**config.mk**
```make
export PLATFORM = sky130hd
export DESIGN_NAME = irq_region_guard
export DESIGN_NICKNAME = d
export VERILOG_FILES = /design/src/rtl/irq_region_guard.sv
export SDC_FILE = /design/constraint.sdc
export NUM_CORES = 1
export LEC_CHECK = 0
export BUFFER_PORTS_ARGS = -buffer_cell sky130_fd_sc_hd__buf_2
export CAP_MARGIN = 20
export CORE_MARGIN = 1
export CORE_UTILIZATION = 45
export CTS_CLUSTER_DIAMETER = 40
export CTS_CLUSTER_SIZE = 10
export DETAILED_ROUTE_END_ITERATION = 6
export GPL_TIMING_DRIVEN = 0
export PLACE_DENSITY = 0.88
export RECOVER_POWER = 50
export SETUP_SLACK_MARGIN = 0.2
export SYNTH_ARGS = -nofsm -noshare
export SYNTH_HDL_FRONTEND = slang
export SYNTH_SLANG_ARGS = --single-unit
```
**constraint.sdc**
```tcl
create_clock -name clk -period 2.2 [get_ports clk]
set_input_delay 0.55 -clock clk [delete_from_list [all_inputs] [get_ports clk]]
set_output_delay 0.55 -clock clk [all_outputs]
set_load 0.1 [all_outputs]
```
**src/rtl/irq_region_guard.sv**
```systemverilog
`default_nettype none
// ============================================================================
// Module      : irq_region_guard
// Description : Kills the core when an interrupt is taken inside, or a DMA
//               access lands in, a protected region; logs cause and count.
// Revision    : 1.0 - initial release
// ============================================================================
module irq_region_guard #(
    parameter int                 NREG          = 2,
    // Region 0 is A000..A7FF, region 1 is E000..EFFF
    parameter logic [16*NREG-1:0] REG_BASE      = {16'hE000, 16'hA000},
    parameter logic [16*NREG-1:0] REG_SIZE      = {16'h1000, 16'h0800},
    parameter logic [NREG-1:0]    IRQ_OK        = '0,
    parameter bit                 DMA_CHECK     = 1'b1,
    parameter int                 HOLD_CYCLES   = 4,
    parameter logic [15:0]        RESET_HANDLER = 16'h0000,
    parameter int                 CNT_W         = 8
) (
    input  logic                clk,
    input  logic                rst,
    input  logic [15:0]         pc,
    input  logic                irq,
    input  logic                dma_en,
    input  logic [15:0]         dma_addr,
    output logic                reset,
    output logic [2*NREG-1:0]   cause,
    output logic [CNT_W-1:0]    viol_cnt
);

    localparam int              HW      = (HOLD_CYCLES > 1) ? $clog2(HOLD_CYCLES) : 1;
    localparam logic [HW-1:0]   C_HLOAD = HW'(HOLD_CYCLES - 1);
    localparam logic [HW-1:0]   C_HONE  = HW'(1);
    localparam logic [CNT_W-1:0] C_CONE = CNT_W'(1);

    localparam logic [1:0] ST_HOLD = 2'd0;
    localparam logic [1:0] ST_KILL = 2'd1;
    localparam logic [1:0] ST_RUN  = 2'd2;

    logic [NREG-1:0]   w_irq_v;
    logic [NREG-1:0]   w_dma_v;
    logic [2*NREG-1:0] w_cvec;
    logic              w_viol;

    for (genvar i = 0; i < NREG; i++) begin : g_region
        localparam logic [15:0] BASE = REG_BASE[16*i +: 16];
        localparam logic [15:0] SIZE = REG_SIZE[16*i +: 16];
        // 17-bit end address so a region finishing at FFFF does not wrap
        localparam logic [16:0] END1 = {1'b0, BASE} + {1'b0, SIZE};
        localparam logic [16:0] LAST = END1 - 17'd1;

        if (END1 > 17'h10000) begin : g_cfg_err
            $error("irq_region_guard: region %0d exceeds the 64 KiB address space", i);
        end

        logic w_in_pc;
        logic w_in_dma;
        assign w_in_pc  = (SIZE != 16'd0) && (pc >= BASE) && ({1'b0, pc} <= LAST);
        assign w_in_dma = (SIZE != 16'd0) && (dma_addr >= BASE) && ({1'b0, dma_addr} <= LAST);

        assign w_irq_v[i]      = irq && w_in_pc && !IRQ_OK[i];
        assign w_dma_v[i]      = DMA_CHECK && dma_en && w_in_dma;
        assign w_cvec[2*i]     = w_irq_v[i];
        assign w_cvec[2*i + 1] = w_dma_v[i];
    end

    assign w_viol = |w_cvec;

    logic [1:0]        state_q, state_d;
    logic [HW-1:0]     hcnt_q,  hcnt_d;
    logic [2*NREG-1:0] cause_q, cause_d;
    logic [CNT_W-1:0]  cnt_q,   cnt_d;
    logic              reset_q;

    always_comb begin
        state_d = state_q;
        hcnt_d  = hcnt_q;
        cause_d = cause_q;
        cnt_d   = cnt_q;
        case (state_q)
            ST_HOLD: begin
                if (w_viol) begin
                    hcnt_d = C_HLOAD;
                end else if (hcnt_q == '0) begin
                    state_d = ST_KILL;
                end else begin
                    hcnt_d = hcnt_q - C_HONE;
                end
            end
            ST_KILL: begin
                if ((pc == RESET_HANDLER) && !w_viol) begin
                    state_d = ST_RUN;
                end
            end
            ST_RUN: begin
                // Only the first violation out of RUN is logged
                if (w_viol) begin
                    state_d = ST_HOLD;
                    hcnt_d  = C_HLOAD;
                    cause_d = w_cvec;
                    if (cnt_q != '1) begin
                        cnt_d = cnt_q + C_CONE;
                    end
                end
            end
            default: begin
                state_d = ST_HOLD;
                hcnt_d  = C_HLOAD;
            end
        endcase
    end

    always_ff @(posedge clk) begin
        if (rst) begin
            state_q <= ST_HOLD;
            hcnt_q  <= C_HLOAD;
            cause_q <= '0;
            cnt_q   <= '0;
            reset_q <= 1'b1;
        end else begin
            state_q <= state_d;
            hcnt_q  <= hcnt_d;
            cause_q <= cause_d;
            cnt_q   <= cnt_d;
            reset_q <= (state_d != ST_RUN);
        end
    end

    assign reset    = reset_q;
    assign cause    = cause_q;
    assign viol_cnt = cnt_q;

endmodule
`default_nettype wire

```
# ---- Word level (Yosys, flattened, before mapping)
# Index checks and enable logic that the tools add are counted.
# W data, S select, Z words.
dict set report op_classes {
  n_addsub 2
  magnitude_cmp 8
  n_eq_ne 6
  muxes 9
  n_bitwise 1
  n_reduce_logical 17
}
# op n
set op_table {}
lappend op_table {{$ge A16 B16 Y1 const B} 4}
lappend op_table {{$le A16 B16 Y1 const B} 4}
lappend op_table {{$logic_not A16 Y1} 1}
lappend op_table {{$mux W2} 7}
lappend op_table {{$pmux W2 S3} 2}
lappend op_table {{$logic_and A1 B1 Y1} 9}
lappend op_table {{$add A8 B1 Y8 const B} 1}
lappend op_table {{$ne A8 B8 Y1 const B} 1}
lappend op_table {{$reduce_and A3 Y1} 2}
lappend op_table {{$logic_not A2 Y1} 2}
lappend op_table {{$ne A2 B2 Y1 const B} 2}
lappend op_table {{$reduce_or A4 Y1} 1}
lappend op_table {{$ne A3 B3 Y1 const B} 1}
lappend op_table {{$eq A2 B1 Y1 const B} 1}
lappend op_table {{$eq A2 B2 Y1 const B} 1}
lappend op_table {{$reduce_and A2 Y1} 1}
lappend op_table {{$sub A2 B1 Y2 const B} 1}
lappend op_table {{$logic_not A1 Y1} 1}
lappend op_table {{$not A1 Y1} 1}
dict set report totals {
  register_bits 17
  in_bits 36
  out_inout_bits 13
}

# ---- Longest topological paths before layout
# Gate-level depths: netlist of the first run.
dict set report depth {
  depth_word 9
  mapped_depth 6
  depth_no_buf 6
}

# ---- Worst setup path after synthesis of the first run
# No wires, ideal clock.
dict set report synth_path {
  path_kind {reg-to-reg}
  startpoint {reg cnt_q[0], in the netlist viol_cnt[0]}
  endpoint {reg cnt_q[0], in the netlist viol_cnt[0]}
  setup_time_ps 123
  arrival_ps 2132
  required_ps 2077
  slack_ps -56
  stages_incl_launch_ff 6
  synth_period_minus_slack_ps 2256
  path_cell_list {dfxtp_1 ha_1 nand3_1 nor2_1 nor3_2 mux2_1}
}
dict set report synth_between {
  elab_chain_cells 2
  word_cells_on_any_way 3
}
# element line
set synth_rtl {}
lappend synth_rtl {{start, declared} 71} ;# logic [CNT_W-1:0] cnt_q, cnt_d;
lappend synth_rtl {{start signal, assigned} 123} ;# cnt_q <= cnt_d;
lappend synth_rtl {{parallel branches: the longest is 2 deep, another holds $add A8 B1 Y8} n/a}
# Parallel ways; which one is timed is not known.
# A chain may end at the register's enable or synchronous reset.

# ---- Worst setup path after layout of the first run
dict set report layout_path {
  startpoint {in pc[15]}
  endpoint {reg cnt_q[5], in the netlist viol_cnt[5]}
}
dict set report layout_between {
  elab_chain_cells 5
  word_cells_on_any_way 10
}
# element line
set layout_rtl {}
lappend layout_rtl {{start, declared} 21} ;# input logic [15:0] pc,
lappend layout_rtl {{$ge A16 B16 Y1 or $le A16 B16 Y1 (tied branches)} 57} ;# assign w_in_pc = (SIZE != 16'd0) && (pc >= BASE) && ({1'b0, pc} <= LAST);
lappend layout_rtl {{$logic_and A1 B1 Y1} 57}
lappend layout_rtl {{$logic_and A1 B1 Y1} 60} ;# assign w_irq_v[i] = irq && w_in_pc && !IRQ_OK[i];
lappend layout_rtl {{$reduce_or A4 Y1 (*)} 66} ;# assign w_viol = |w_cvec;
lappend layout_rtl {{$reduce_and A3 Y1 (no source line) (*)} n/a}
# Every way passes the cells marked *; elsewhere a longest branch is shown, timed or not.

==> reports/qor.yml, run 1 <==
critical_path:
  critical_path.max_stage_delay_ps: 770
  reg2regPathDepth: 4
  cp_slowest_cell: "o32ai_1"
  cp.required_ps: 2400
  arrival_ps: 2120
  start_kind: "input port"
  path_class: "in2reg"
  cp_max_fo: 6
  path_cells: "buf_2, nand3_1, o32ai_1, nand4_1, mux2_1"
  crit_path_end_kind: "flop"
synth:
  synth_area_per_cell_um2: 9.16
  synth.distinct_cells: 44
  ys_seq_elements: 17
  ys_warn_count: 0
  async_reset_ff_share_pct: 0
  syn_nets: 152
  synth_ff_type: "dfxtp_1"
  synth_edf_count: 0
  seq_area_frac_synth_pct: 32.6
  syn-instance-count: 114
  synth_area_um2: 1040
die:
  ios: 49
  die_h_um: 50.2
  dieArea_um2: 2520
  core-area_um2: 2190
  num_rows: 17
  initial_core_util_pct: 47.7
  die_w_um: 50.2
sta:
  drv_slew: 0
  hold_violations: 0
  finalSetupTns_ps: 0
  relSlewSlack_pct: 45.0
  fmax_mhz: 519
  clock_skew_ps: 5.64
  min_period_over_period_pct: 87.6
  worst_pin_slew_ps: 822
  period_needed_ps: 1930
  rsz0062_at_grt: "no"
  setup_violations: 0
flow_run:
  maxCapViolCount: 0
global_routing:
  grt_use_total_pct: 21.6
  grt_max_degree: 11
  grt.overflow.total: 0
  grt_pass1_vias: 1021
  grt_antenna_before_repair: 0
  grt_pass1_wl_mm: 4.09
cells_and_area:
  drive_gt1_share_pct: 38.1
  final_util_pct: 58.7
  num_antenna_cells: 0
  fill_cells: 217
  nets: 194
  multi_input_area_um2: 623
  regArea_um2: 350
  syn_to_final_growth_pct: 23.0
  final_cell_area_um2: 1280
placed_design:
  dpl.hpwl_mm: 1.85
  port_buffers: 37
  place_area_um2: 1270
  gp_congestion: 0.899
power:
  p_per_area_nw_per_um2: 485
  leakage_nw: 0.534
  ir_drop_mv: 0.332
clocking:
  hold_buffers: 0
  post_cts_resized: 0
  clkTransAtPathRegs_ps: 100
  cts_made_buffers: 3
  clkSinkCount: 17
  cts_root_buf: "clkbuf_4"
  h-tree-depth: 1
  cts_setup_buffers: 0
  cts_max_path_buffers: 2
  tritoncts: "built"
  clk_latency_ps: 300
route:
  vias: 1038
  wire_per_inst_um: 13.1
  drc: 0
  viasPerCell: 5.67
  first_pass_iters: 4
  ant_nets: 0
  drt_first_iter_violations: 8
  drt_wl_total_mm: 2.41
hold_path:
  hp-class: "reg2reg"
  min_path_cells: 2
status:
  status: "completed"
-- layer usage --
layer	GRT usage, %	vias up	routed length, µm
met1	22.9	481	1080
met5	0	-	0
met3	3.64	5	111
li1	-	516	-
met2	38.9	36	1160
met4	13.3	0	47
-- path summary, 6_finish.rpt --
path,start,end,slack (ps)
hold / removal,cause[3],cause[3],470
setup reg to reg,state_q[0],viol_cnt[2],510
setup / recovery,pc[15],viol_cnt[5],270
hold reg to reg,cause[3],cause[3],470
-- worst max-delay path: cells and delay by family --
family	cells	cell delay [ps]
AO/OA/AOI/OAI	1	770
AND/OR/NAND/NOR	2	360
multiplexers	1	360
buffers and inverters	1	80
-- area by class of cell --
class	count	area share (%)
multi-input cells	89	48.5
well taps	28	2.73
repair buffers	37	14.4
clock buffers	4	2.04
plain buffers	5	4.19
inverters	3	0.876
flip-flops and latches	17	27.3
-- registers in the layout (all words and copies together) (netlist names) --
| name | cells |
|---|---|
| cause | 4 |
| state_q | 2 |
| hcnt_q | 2 |
| viol_cnt | 8 |
| reset | 1 |
-- stage by stage --
| stage | total power [W] | cells | worst slack [ps] | hold WS, ps |
|---|---|---|---|---|
| after floorplan | 0.000414 | 114 | 323 | 489 |
| after global placement | 0.000448 | 179 | 156 | 445 |
| after detailed placement | 0.000457 | 179 | 111 | 456 |
| after CTS | 0.000633 | 183 | 446 | 471 |
| after global routing | 0.000649 | 183 | 193 | 492 |
| final | 0.000624 | 183 | 273 | 466 |
-- kinds of logic after synthesis --
kind of cell | share of synthesized area, %
flops | 32.6
fa+ha+maj | 2.39
mux | 6.35
compound gates | 19.6
buf+inv | 6.35
simple gates | 32.7
-- cell usage in the layout (no fill, tap or decap), drive strengths merged, types with 2 or more instances in the layout --
cell / count
nor2b: 5
ha: 2
and4: 2
a21oi: 7
nand4: 3
nor4: 4
dfxtp: 17
nand2b: 6
nor2: 10
mux2: 5
o21ai: 7
nor3: 5
clkbuf: 11
inv: 3
o31ai: 4
nand3b: 3
nand3: 4
nand2: 2
o31a: 2
o21bai: 2
nand4b: 2
buf: 35
-- cell usage after synthesis (all sizes together), types with 2 or more instances --
| master | n | share of area (%) |
|---|---|---|
| o21ai | 7 | 3.7 |
| clkbuf | 2 | 2.6 |
| buf | 3 | 2.6 |
| nand2b | 6 | 3.8 |
| nor3 | 5 | 2.9 |
| o21bai | 2 | 1.4 |
| ha | 2 | 2.4 |
| o31ai | 4 | 2.9 |
| nand3 | 4 | 2.4 |
| nor2 | 10 | 3.6 |
| a21oi | 7 | 3.4 |
| and4 | 2 | 1.7 |
| o31a | 2 | 1.9 |
| nand4b | 2 | 1.7 |
| nor2b | 5 | 3.7 |
| nand2 | 2 | 0.72 |
| dfxtp | 17 | 33 |
| nand4 | 3 | 1.8 |
| mux2 | 5 | 5.4 |
| nand3b | 3 | 2.2 |
| nor4 | 4 | 3.8 |
| inv | 3 | 1.1 |
-- power by group --
part / internal (W) / switching (W) / leakage [nW]
clock: 0.0000708 / 0.000104 / 0.0150
combinational: 0.0000606 / 0.0000558 / 0.377
sequential: 0.000321 / 0.0000115 / 0.142
total: 0.000452 / 0.000171 / 0.534
Note: power is estimated with default switching activity, not from simulation.
==> run 2: changes to the inputs <==
MAX_ROUTING_LAYER = met4   (was unset)
==> reports/qor.yml, run 2 (synthesized netlist as in run 1, its figures left out) <==
status:
  status: "completed"  # unchanged
critical_path:
  start_kind: "input port"  # unchanged
  path_cells: "buf_2, nand3_1, o32ai_1, nand4_1, mux2_1"  # unchanged
  cp_max_fo: 6  # unchanged
  cp_slowest_cell: "o32ai_1"  # unchanged
  path_class: "in2reg"  # unchanged
  crit_path_end_kind: "flop"  # unchanged
  cp.required_ps: 2390  # was 2400 ps
  critical_path.max_stage_delay_ps: 770  # about the same
  arrival_ps: 2120  # about the same
sta:
  min_period_over_period_pct: 87.7  # was 87.6%
  drv_slew: 0  # unchanged
  finalWorstSetupSlack_ps: 272  # was 273 ps
  period_needed_ps: 1930  # about the same
  finalSetupTns_ps: 0  # unchanged
  setup_violations: 0  # unchanged
  fmax_mhz: 519  # about the same
  hold_violations: 0  # unchanged
  rsz0062_at_grt: "no"  # unchanged
  clock_skew_ps: 5.45  # was 5.64 ps
  relSlewSlack_pct: 44.7  # was 45.0%
  worst_pin_slew_ps: 827  # was 822 ps
cells_and_area:
  final_cell_area_um2: 1280  # unchanged
  nets: 194  # unchanged
  multi_input_area_um2: 623  # unchanged
  largest_reg_flops: 8  # unchanged
  num_antenna_cells: 0  # unchanged
  drive_gt1_share_pct: 38.1  # unchanged
  final_common_cell: "buf_2"  # unchanged
  final_cell_mix: "buf_2 (33), nor2_1 (10), dfxtp_1 (9)"  # unchanged
  regArea_um2: 350  # unchanged
  syn_to_final_growth_pct: 23.0  # unchanged
  fill_cells: 217  # unchanged
die:
  dieArea_um2: 2520  # unchanged
  num_rows: 17  # unchanged
  die_h_um: 50.2  # unchanged
  initial_core_util_pct: 47.7  # unchanged
  core-area_um2: 2190  # unchanged
  ios: 49  # unchanged
  die_w_um: 50.2  # unchanged
power:
  p_per_area_nw_per_um2: 485  # about the same
  combPwrFrac_pct: 18.6  # was 18.7%
  p_clk_share_pct: 28.0  # about the same
  ir_drop_mv: 0.331  # was 0.332 mV
  power_w: 0.000623  # was 0.000624 W
  p_sw_w: 0.000171  # about the same
  leakage_nw: 0.534  # unchanged
  p_sw_share_pct: 27.4  # was 27.5%
  internal-power_w: 0.000452  # about the same
  seq_power_share_pct: 53.3  # about the same
placed_design:
  dp_slack_ps: 111  # unchanged
  place_area_um2: 1270  # unchanged
  dpl.hpwl_mm: 1.85  # unchanged
  gp_congestion: 0.914  # was 0.899
  port_buffers: 37  # unchanged
clocking:
  cts_root_buf: "clkbuf_4"  # unchanged
  cts_setup_buffers: 0  # unchanged
  h-tree-depth: 1  # unchanged
  tritoncts: "built"  # unchanged
  cts_max_path_buffers: 2  # unchanged
  clkSinkCount: 17  # unchanged
  post_cts_resized: 0  # unchanged
  clk_latency_ps: 300  # about the same
  hold_buffers: 0  # unchanged
  clkTransAtPathRegs_ps: 100  # about the same
  cts_made_buffers: 3  # unchanged
route:
  wire_per_inst_um: 13.1  # about the same
  viasPerCell: 5.74  # was 5.67
  drt_wl_total_mm: 2.39  # was 2.41 mm
  vias: 1051  # was 1038
  ant_nets: 0  # unchanged
  drc: 0  # unchanged
  first_pass_iters: 4  # unchanged
  drt_first_iter_violations: 7  # was 8
global_routing:
  grt.overflow.total: 0  # unchanged
  grt_antenna_before_repair: 0  # unchanged
  grt_use_total_pct: 22.1  # was 21.6%
  grt_pass1_vias: 1021  # unchanged
  grt_max_degree: 11  # unchanged
  grt_pass1_wl_mm: 4.10  # was 4.09 mm
hold_path:
  hp-class: "reg2reg"  # unchanged
flow_run:
  maxCapViolCount: 0  # unchanged
run 2: cell counts in the layout (fill, tap and decap cells not counted):
Identical to the previous run, type by type.
run 2: power groups by stage:
stage / clock network, W / logic, W / registers [W]
finish: 0.000175 / 0.000116 / 0.000332
global route: 0.000188 / 0.000127 / 0.000334
CTS: 0.000180 / 0.000120 / 0.000332
detailed placement: 0 / 0.000118 / 0.000339
global placement: 0 / 0.000110 / 0.000338
floorplan: 0 / 0.0000787 / 0.000336
run 2: metal layers:
metal  vias to the layer above  GRT usage [%]  routed length, µm
met3                         7           3.64                114
met1                       487           22.9               1080
li1                        517              -                  -
met2                        40           38.9               1140
met5                         -              -                  0
met4                         0           13.3                 57
run 2: worst max-delay path: cells and delay by family:
| family | cells | cell delay [ps] |
|---|---|---|
| AO/OA/AOI/OAI | 1 | 770 |
| AND/OR/NAND/NOR | 2 | 360 |
| multiplexers | 1 | 360 |
| buffers and inverters | 1 | 80 |
run 2: metrics by stage:
step / hold WS (ps) / instances / util (%)
global placement: 445 / 179 / 58.2
CTS: 471 / 183 / 59.4
detailed placement: 456 / 179 / 58.2
global route: 492 / 183 / 58.7
floorplan: 489 / 114 / -
finish: 466 / 183 / 58.7
run 2: layout make-up:
class	instances	area share, %
tap	28	2.73
buffer	5	4.19
timing repair buffer	37	14.4
inverter	3	0.876
multi-input combinational	89	48.5
sequential	17	27.3
clock buffer	4	2.04
run 2: final timing paths:
| path | startpoint | end | slack (ps) | cells after the start |
|---|---|---|---|---|
| setup reg to reg | state_q[0] | viol_cnt[2] | 510 | 4 |
| setup / recovery | pc[15] | viol_cnt[5] | 270 | 5 |
| hold / removal | cause[3] | cause[3] | 470 | 2 |
| hold reg to reg | cause[3] | cause[3] | 470 | 2 |
==> run 3: changes to the inputs <==
RECOVER_POWER = 100   (was 50)
==> reports/qor.yml, run 3 (synthesized netlist as in run 1, its figures left out) <==
critical_path:
  reg2regPathDepth: 4  # unchanged
  reg2reg_from: "state_q[0]"  # unchanged
  cp.required_ps: 2400  # was 2390 ps
  r2r_setup_slack_ps: 520  # was 510 ps
  crit_start: "pc[15]"  # unchanged
  arrival_ps: 2130  # was 2120 ps
  path_class: "in2reg"  # unchanged
  crit_path_end_kind: "flop"  # unchanged
  crit_end: "viol_cnt[0]"  # was viol_cnt[5]
  start_kind: "input port"  # unchanged
  timing.rr.end: "viol_cnt[2]"  # unchanged
  cp_max_fo: 10  # was 6
sta:
  min_period_over_period_pct: 87.7  # about the same
  worst_pin_slew_ps: 825  # was 827 ps
  fmax_mhz: 518  # was 519 MHz
  hold_violations: 0  # unchanged
  relSlewSlack_pct: 44.8  # was 44.7%
  clock_skew_ps: 4.11  # was 5.45 ps
  period_needed_ps: 1930  # about the same
  finalSetupTns_ps: 0  # unchanged
  setup_violations: 0  # unchanged
  rsz0062_at_grt: "no"  # unchanged
  timing.hold.ws_ps: 469  # was 466 ps
  drv_slew: 0  # unchanged
hold_path:
  hp-class: "reg2reg"  # unchanged
route:
  drt_first_iter_violations: 3  # was 7
  viasPerCell: 5.75  # was 5.74
  drc: 0  # unchanged
  first_pass_iters: 5  # was 4
  wire_per_inst_um: 13.2  # was 13.1 µm
  drt_wl_total_mm: 2.42  # was 2.39 mm
  vias: 1053  # was 1051
  ant_nets: 0  # unchanged
die:
  die_h_um: 50.2  # unchanged
  die_w_um: 50.2  # unchanged
  initial_core_util_pct: 47.7  # unchanged
  dieArea_um2: 2520  # unchanged
  core-area_um2: 2190  # unchanged
  ios: 49  # unchanged
  num_rows: 17  # unchanged
clocking:
  h-tree-depth: 1  # unchanged
  post_cts_resized: 0  # unchanged
  cts_max_path_buffers: 2  # unchanged
  hold_buffers: 0  # unchanged
  cts_made_buffers: 3  # unchanged
  cts_setup_buffers: 0  # unchanged
  clkTransAtPathRegs_ps: 100  # about the same
  tritoncts: "built"  # unchanged
  cts_root_buf: "clkbuf_4"  # unchanged
  clkSinkCount: 17  # unchanged
  clk_latency_ps: 300  # about the same
cells_and_area:
  final_common_cell: "buf_2"  # unchanged
  largest_reg_flops: 8  # unchanged
  drive_gt1_share_pct: 37.4  # was 38.1%
  regArea_um2: 350  # unchanged
  syn_to_final_growth_pct: 22.5  # was 23.0%
  num_antenna_cells: 0  # unchanged
  final_cell_mix: "buf_2 (24), clkbuf_2 (13), nor2_1 (10)"  # was buf_2 (33), nor2_1 (10), dfxtp_1 (9)
  multi_input_area_um2: 618  # was 623 µm²
  stdcell_count: 183  # unchanged
  fill_cells: 218  # was 217
  nets: 194  # unchanged
global_routing:
  grt_pass1_vias: 1021  # unchanged
  grt_use_total_pct: 22.1  # unchanged
  grt_max_degree: 11  # unchanged
  grt_pass1_wl_mm: 4.10  # unchanged
  grt_antenna_before_repair: 0  # unchanged
  grt.overflow.total: 0  # unchanged
flow_run:
  maxCapViolCount: 0  # unchanged
placed_design:
  place_inst: 179  # unchanged
  dpl.hpwl_mm: 1.85  # unchanged
  port_buffers: 37  # unchanged
  gp_congestion: 0.914  # unchanged
power:
  ir_drop_mv: 0.331  # about the same
  p_per_area_nw_per_um2: 488  # was 485 nW/µm²
  leakage_nw: 0.525  # was 0.534 nW
status:
  status: "completed"  # unchanged
## run 3: cell count changes in the layout (fill, tap and decap cells not counted)
cell	delta
buf_2	-9
clkbuf_2	+9
nor3_1	+1
nor3_2	-1
## run 3: critical path, cell delays in order
cell and delay, ps:
buf_2 80, nand3_1 170, o32a_1 420, buf_6 160
nor3_1 370, mux2_1 360
## run 3: metrics by stage
stage / power, W / cell area, µm² / worst slack (ps) / utilization, %
floorplan: 0.000414 / 1050 / 323 / -
global placement: 0.000448 / 1270 / 156 / 58.2
detailed placement: 0.000457 / 1270 / 111 / 58.2
CTS: 0.000633 / 1300 / 446 / 59.4
global route: 0.000649 / 1280 / 189 / 58.4
finish: 0.000625 / 1280 / 270 / 58.4
## run 3: how the worst min path moves through the flow
stage | start | to | slack, ps | cells after the start
after detailed placement | cause[3] | cause[3] | 460 | 2
after CTS | cause[3] | cause[3] | 470 | 2
final | cause[3] | cause[3] | 470 | 2
after global placement | cause[3] | cause[3] | 440 | 2
after global routing | cause[3] | cause[3] | 490 | 2
after floorplan | hcnt_q[1] | hcnt_q[1] | 490 | 2
## run 3: per-layer routing
| metal | GRT usage, % | share of wire (%) | up-vias |
|---|---|---|---|
| met5 | - | 0 | - |
| met4 | 13.3 | 2.1 | 0 |
| met3 | 3.64 | 6.2 | 5 |
| met2 | 38.9 | 47 | 48 |
| met1 | 22.9 | 45 | 483 |
| li1 | - | - | 517 |
## run 3: area by class of cell
| type | count | area share [%] |
|---|---|---|
| tap | 28 | 2.74 |
| sequential | 17 | 27.4 |
| buffer | 5 | 4.20 |
| clock buffer | 4 | 2.05 |
| inverter | 3 | 0.880 |
| multi-input combinational | 89 | 48.3 |
| timing repair buffer | 37 | 14.5 |
## run 3: where the power goes
group / total [W] / switching, W / internal (W)
Combinational: 0.000116 / 0.0000557 / 0.0000606
Sequential: 0.000332 / 0.0000115 / 0.000321
Clock: 0.000176 / 0.000105 / 0.0000709
